$ cat config.mk
export PLATFORM = sky130hd
export DESIGN_NAME = paralelo_serial_tx
export DESIGN_NICKNAME = d
export VERILOG_FILES = /design/src/rtl/paralelo_serial_tx.sv
export SDC_FILE = /design/constraint.sdc
export NUM_CORES = 1
export LEC_CHECK = 0
export CAP_MARGIN = 20
export CORE_MARGIN = 2
export CORE_UTILIZATION = 52
export DETAILED_ROUTE_END_ITERATION = 16
export GPL_ROUTABILITY_DRIVEN = 0
export PLACE_DENSITY = 0.8
export RECOVER_POWER = 100
export SETUP_SLACK_MARGIN = 0.15
export SYNTH_ARGS = -nofsm -noshare
export SYNTH_HDL_FRONTEND = slang
export SYNTH_SLANG_ARGS = --single-unit
$ cat constraint.sdc
create_clock -name clk_8f -period 4.2 [get_ports clk_8f]
set_input_delay 0.84 -clock clk_8f [delete_from_list [all_inputs] [get_ports clk_8f]]
set_output_delay 0.84 -clock clk_8f [all_outputs]
set_load 0.01 [all_outputs]
$ cat src/rtl/paralelo_serial_tx.sv
// Parallel-to-serial transmitter: shifts bytes out MSB-first at clk_8f and inserts the
// idle/comma byte whenever no data is offered at a word boundary.
module paralelo_serial_tx #(
    parameter logic [7:0]  IDLE_BYTE = 8'hBC,
    parameter int unsigned MIN_IDLE  = 4
) (
    input  logic       clk_8f,
    input  logic       reset,
    input  logic [7:0] data_in,
    input  logic       valid_in,
    output logic       ready_out,
    output logic       serial_out,
    output logic       word_start,
    output logic       data_active
);

    typedef enum logic {
        StSync,
        StActive
    } state_e;

    localparam logic [3:0] LastIdle = 4'(MIN_IDLE - 1);

    logic [7:0] r_shreg;
    logic [2:0] r_bit_cnt;
    logic [3:0] r_idle_cnt;
    state_e     r_state;
    logic       r_word_is_data;

    logic w_boundary;
    logic w_transfer;

    assign w_boundary = (r_bit_cnt == 3'd7);
    // Data may already be accepted at the last sync boundary, so MIN_IDLE idle words precede it.
    assign ready_out  = w_boundary & ((r_state == StActive) | (r_idle_cnt == LastIdle));
    assign w_transfer = ready_out & valid_in;

    assign serial_out  = r_shreg[7];
    assign word_start  = (r_bit_cnt == 3'd0);
    assign data_active = r_word_is_data;

    always_ff @(posedge clk_8f) begin
        if (reset) begin
            r_shreg        <= IDLE_BYTE;
            r_bit_cnt      <= 3'd0;
            r_idle_cnt     <= 4'd0;
            r_state        <= StSync;
            r_word_is_data <= 1'b0;
        end else if (!w_boundary) begin
            r_shreg   <= {r_shreg[6:0], 1'b0};
            r_bit_cnt <= r_bit_cnt + 3'd1;
        end else begin
            r_bit_cnt <= 3'd0;
            if (w_transfer) begin
                r_shreg        <= data_in;
                r_word_is_data <= 1'b1;
            end else begin
                r_shreg        <= IDLE_BYTE;
                r_word_is_data <= 1'b0;
            end
            if (r_state == StSync) begin
                if (r_idle_cnt == LastIdle) begin
                    r_state <= StActive;
                end else begin
                    r_idle_cnt <= r_idle_cnt + 4'd1;
                end
            end
        end
    end

endmodule

# Yosys cells after proc, flatten, opt, wreduce, memory -nomap -nowiden
# Index checks and enable logic that the tools add are counted.
[classes] add_sub_neg=2 eq_ne=2 mux=5 bitwise=7 n_reduce_logical=4
[op_table] operator="$mux 8" count=2
[op_table] operator="$add 4x1->4 const B" count=1
[op_table] operator="$eq 4x2->1 const B" count=1
[op_table] operator="$not 1->1" count=4
[op_table] operator="$add 3x1->3 const B" count=1
[op_table] operator="$eq 3x3->1 const B" count=1
[op_table] operator="$logic_not 3->1" count=1
[op_table] operator="$mux 1" count=3
[op_table] operator="$reduce_and 3->1" count=1
[op_table] operator="$reduce_or 3->1" count=1
[op_table] operator="$and 1x1->1" count=2
[op_table] operator="$reduce_or 2->1" count=1
[op_table] operator="$or 1x1->1" count=1
[word_totals] register_bits=17 inputBits=11 output_inout_bits=4 wordCells=26

# Logic depth before layout (Yosys ltp)
[logic_depth] ltp_word=6 depth_mapped=5 depth_no_buf=5

# Least setup slack after synthesis
# No wires, ideal clock.
[synth_path] path_kind="register -> output" startpoint="reg r_idle_cnt[0]" endpoint="out ready_out" arrival_ps=1251 required_time_ps=3360 path_slack_ps=2109 stages_incl_launch_ff=6 path_buffers=1 cell_sequence="dfxtp_1 ha_1 nor3b_4 or2_2 buf_2 and2_1"
[synth_via] elab_chain_cells=3
[synth_lines] item="start: declaration" line="26" rtl="logic [3:0] r_idle_cnt;"
[synth_lines] item="start signal: assignment" line="65" rtl="r_idle_cnt <= r_idle_cnt + 4'd1;"
[synth_lines] item="$eq 4x2->1" line="35" rtl="assign ready_out = w_boundary & ((r_state == StActive) | (r_idle_cnt == LastIdle));"
[synth_lines] item="$or 1x1->1" line="35"
[synth_lines] item="$and 1x1->1" line="35"
[synth_lines] item="end: declaration" line="11" rtl="output logic ready_out,"
# Every way passes these cells.

# Worst setup path after layout
# Ends and elaborated chain as after synthesis.

==> flow_metrics.tcl <==
set metrics [dict create \
    grt_overflow 0 \
    use_met1 0.1789 \
    clkSinkCount 17 \
    cts_hold_buf 0 \
    p_leak_uw 0.0003510 \
    ys_seq_elements 17 \
    rr_worst_depth 5 \
    synthTopCellsByCount "dfxtp_1, nor3_1, a21oi_1" \
    period_minus_slack_ns 3.224 \
    synth_nets 94 \
    grt_max_degree 27 \
    cts-resized-gates 0 \
    synth_async_sr_flop_share 0 \
    finalSetupViolations 0 \
    ir_worst_vdd_v 0.0001786 \
    drc 0 \
    h-tree-depth 1 \
    place_area_um2 888.4 \
    r2r-start "r_bit_cnt[0]" \
    powerDensity_mw_per_mm2 316.8 \
    ant_nets 0 \
    worstHoldPathType "reg2reg" \
    outcome "completed" \
    crit_chain "ha_1 -> nor3b_1 -> or2_2 -> and2_1 -> clkdlybuf4s50_1" \
    slowest_stage "nor3b_1" \
    cts_made_buffers 3 \
    crit_path_max_incr_delay_ns 0.58 \
    clk_path_buf_depth 2 \
    cts_setup_buffers 0 \
    grt_use_met3 0.02586 \
    synth_top_area_frac 0.4533 \
    reg2reg_slack_ns 2.42 \
    synth-edff-count 0 \
    vias_per_cell 5.542 \
    whs_ns 0.4609 \
    dp_hpwl_um 972.7 \
    first_pass_iters 4 \
    rows 13 \
    synthesis.area_um2 750.7 \
    final.setup.tns_ns 0 \
    avgSynthCellArea_um2 9.503 \
    clk_latency_ns 0.28 \
    worstReg2RegEnd "r_idle_cnt[3]" \
    use_met2 0.3000 \
    critPathLaunchType "flop" \
    maxSlewHeadroom 0.4530 \
    yosys.cell_count.top_type "dfxtp_1" \
    finalCritPeriodShare 0.7677 \
    drive_above_1_share 0.09783 \
    avgRoutedWirePerCell_um 12.36 \
    start_util 0.5698 \
    finClkSkew_ns 0.002258 \
    route.vias.total 593 \
    whs_endpoint "r_bit_cnt[0]" \
    rsz0062_at_grt "false" \
    core_mm2 0.001318 \
    hold_violations 0 \
    fillCellCount 113 \
    grt_use_total 0.1664 \
    portBuffers 14 \
    diodes 0 \
    critPathMaxFanout 6 \
    design_area_um2 889.6 \
    grt_pass1_wl_mm 2.256 \
    cts_root_buf "clkbuf_4" \
    ys_seq_area_frac 0.4533 \
    ys.warnings.count 0 \
    die_area_mm2 0.001764 \
    worst_ep_arrival_time_ns 2.38 \
    fin_nets 108 \
    clkTransAtPathRegs_ns 0.10 \
    worstHoldStart "r_bit_cnt[0]" \
    die_y_um 42.00 \
    whs_path_depth 1 \
    pin_count 15 \
    drtIter0Drc 6 \
    critical_path.endpoint_type "output pin" \
    synthDistinctLibCells 25 \
    synthCells 79 \
    required_ns 3.36 \
    totalWireLength_mm 1.322 \
    max_freq_mhz 310.1 \
    synthTopCellsByArea "dfxtp_1, nor3_1, ha_1" \
    antenna_found_initial 0 \
    fp.dieW_um 42.00 \
    cts_tree "done" \
    maxCapViolations 0 \
    grt_pass1_vias 589 \
    post-synth-top-area-cell "dfxtp_1" \
    slew_violations 0 \
    synthFlopType "dfxtp_1" \
    top_usage_layer "met2" \
    p_total_uw 281.8 \
    worst_pin_slew_ns 0.8178 \
    crit_type "reg2out" \
    syn2layout_area_growth_pct 18.50 \
]
-- cells in the final DEF (no fill, tap or decap), types with 2 or more instances in the layout --
cell type and instances:
nor2_1 3, o41ai_1 2, dfxtp_1 17, nor2b_1 2, ha_1 4, nor3b_1 3
nor3_1 11, nand2b_1 3, dlygate4sd3_1 4, or3_1 2, or3b_2 3, a21oi_1 8
inv_1 4, clkbuf_4 3, clkdlybuf4s50_1 10, o21ai_0 2, mux2i_1 2
-- how the worst max path moves through the flow --
stage,from,endpoint,slack (ns),cells past startpoint
after CTS,r_idle_cnt[0],ready_out,1.30,5
after global placement,r_idle_cnt[1],ready_out,1.70,5
after floorplan,r_idle_cnt[0],ready_out,2.11,5
final,r_idle_cnt[0],ready_out,0.98,5
after global routing,r_idle_cnt[0],ready_out,0.81,5
after detailed placement,r_idle_cnt[0],ready_out,1.63,5
-- report_power, final --
group	switching, uW	total, uW	internal, uW
sequential	2.17	169	167
combinational	11.5	28.3	16.8
clock	49.4	84.7	35.3
-- per-layer routing --
metal,share of wire,wire length [um]
met5,0,0
met4,0.011,15
met3,0.030,40
met2,0.53,697
met1,0.43,569
-- metrics by stage --
| stage | std cells | utilization | setup slack [ns] |
|---|---|---|---|
| 4_1_cts | 107 | 0.6952 | 1.295 |
| 2_1_floorplan | 79 | - | 2.109 |
| 3_5_place_dp | 103 | 0.6743 | 1.634 |
| 6_report | 107 | 0.6752 | 0.9756 |
| 3_3_place_gp | 103 | 0.6743 | 1.701 |
| 5_1_grt | 107 | 0.6752 | 0.8050 |
-- layout make-up --
| cell class | count | area, um2 | area share |
|---|---|---|---|
| timing repair buffer | 14 | 140.1 | 0.1575 |
| clock inverter | 1 | 5.005 | 0.005626 |
| sequential | 17 | 340.3 | 0.3826 |
| clock buffer | 3 | 22.52 | 0.02532 |
| tap | 15 | 18.77 | 0.02110 |
| multi-input combinational | 53 | 347.8 | 0.3910 |
| inverter | 4 | 15.01 | 0.01688 |
-- critical path: cells and delay by family, from the launching register on --
kind,cells,cell delay [ns]
simple gates,3,1.00
buf+inv,1,0.53
fa+ha+maj,1,0.19
flops,1,0.38
-- kinds of logic after synthesis --
kind of cell    Yosys count  share of synthesized area
fa+ha+maj                 4                    0.06667
buf+inv                   9                    0.04833
compound gates           13                     0.1200
simple gates             34                     0.2850
mux                       2                    0.02667
flops                    17                     0.4533
-- registers in the layout, summed over array words and instances (netlist names) --
register / count
data_active: 1
r_bit_cnt: 3
r_idle_cnt: 4
r_shreg: 8
r_state: 1
No activity file was read; power rests on OpenSTA's default activity.
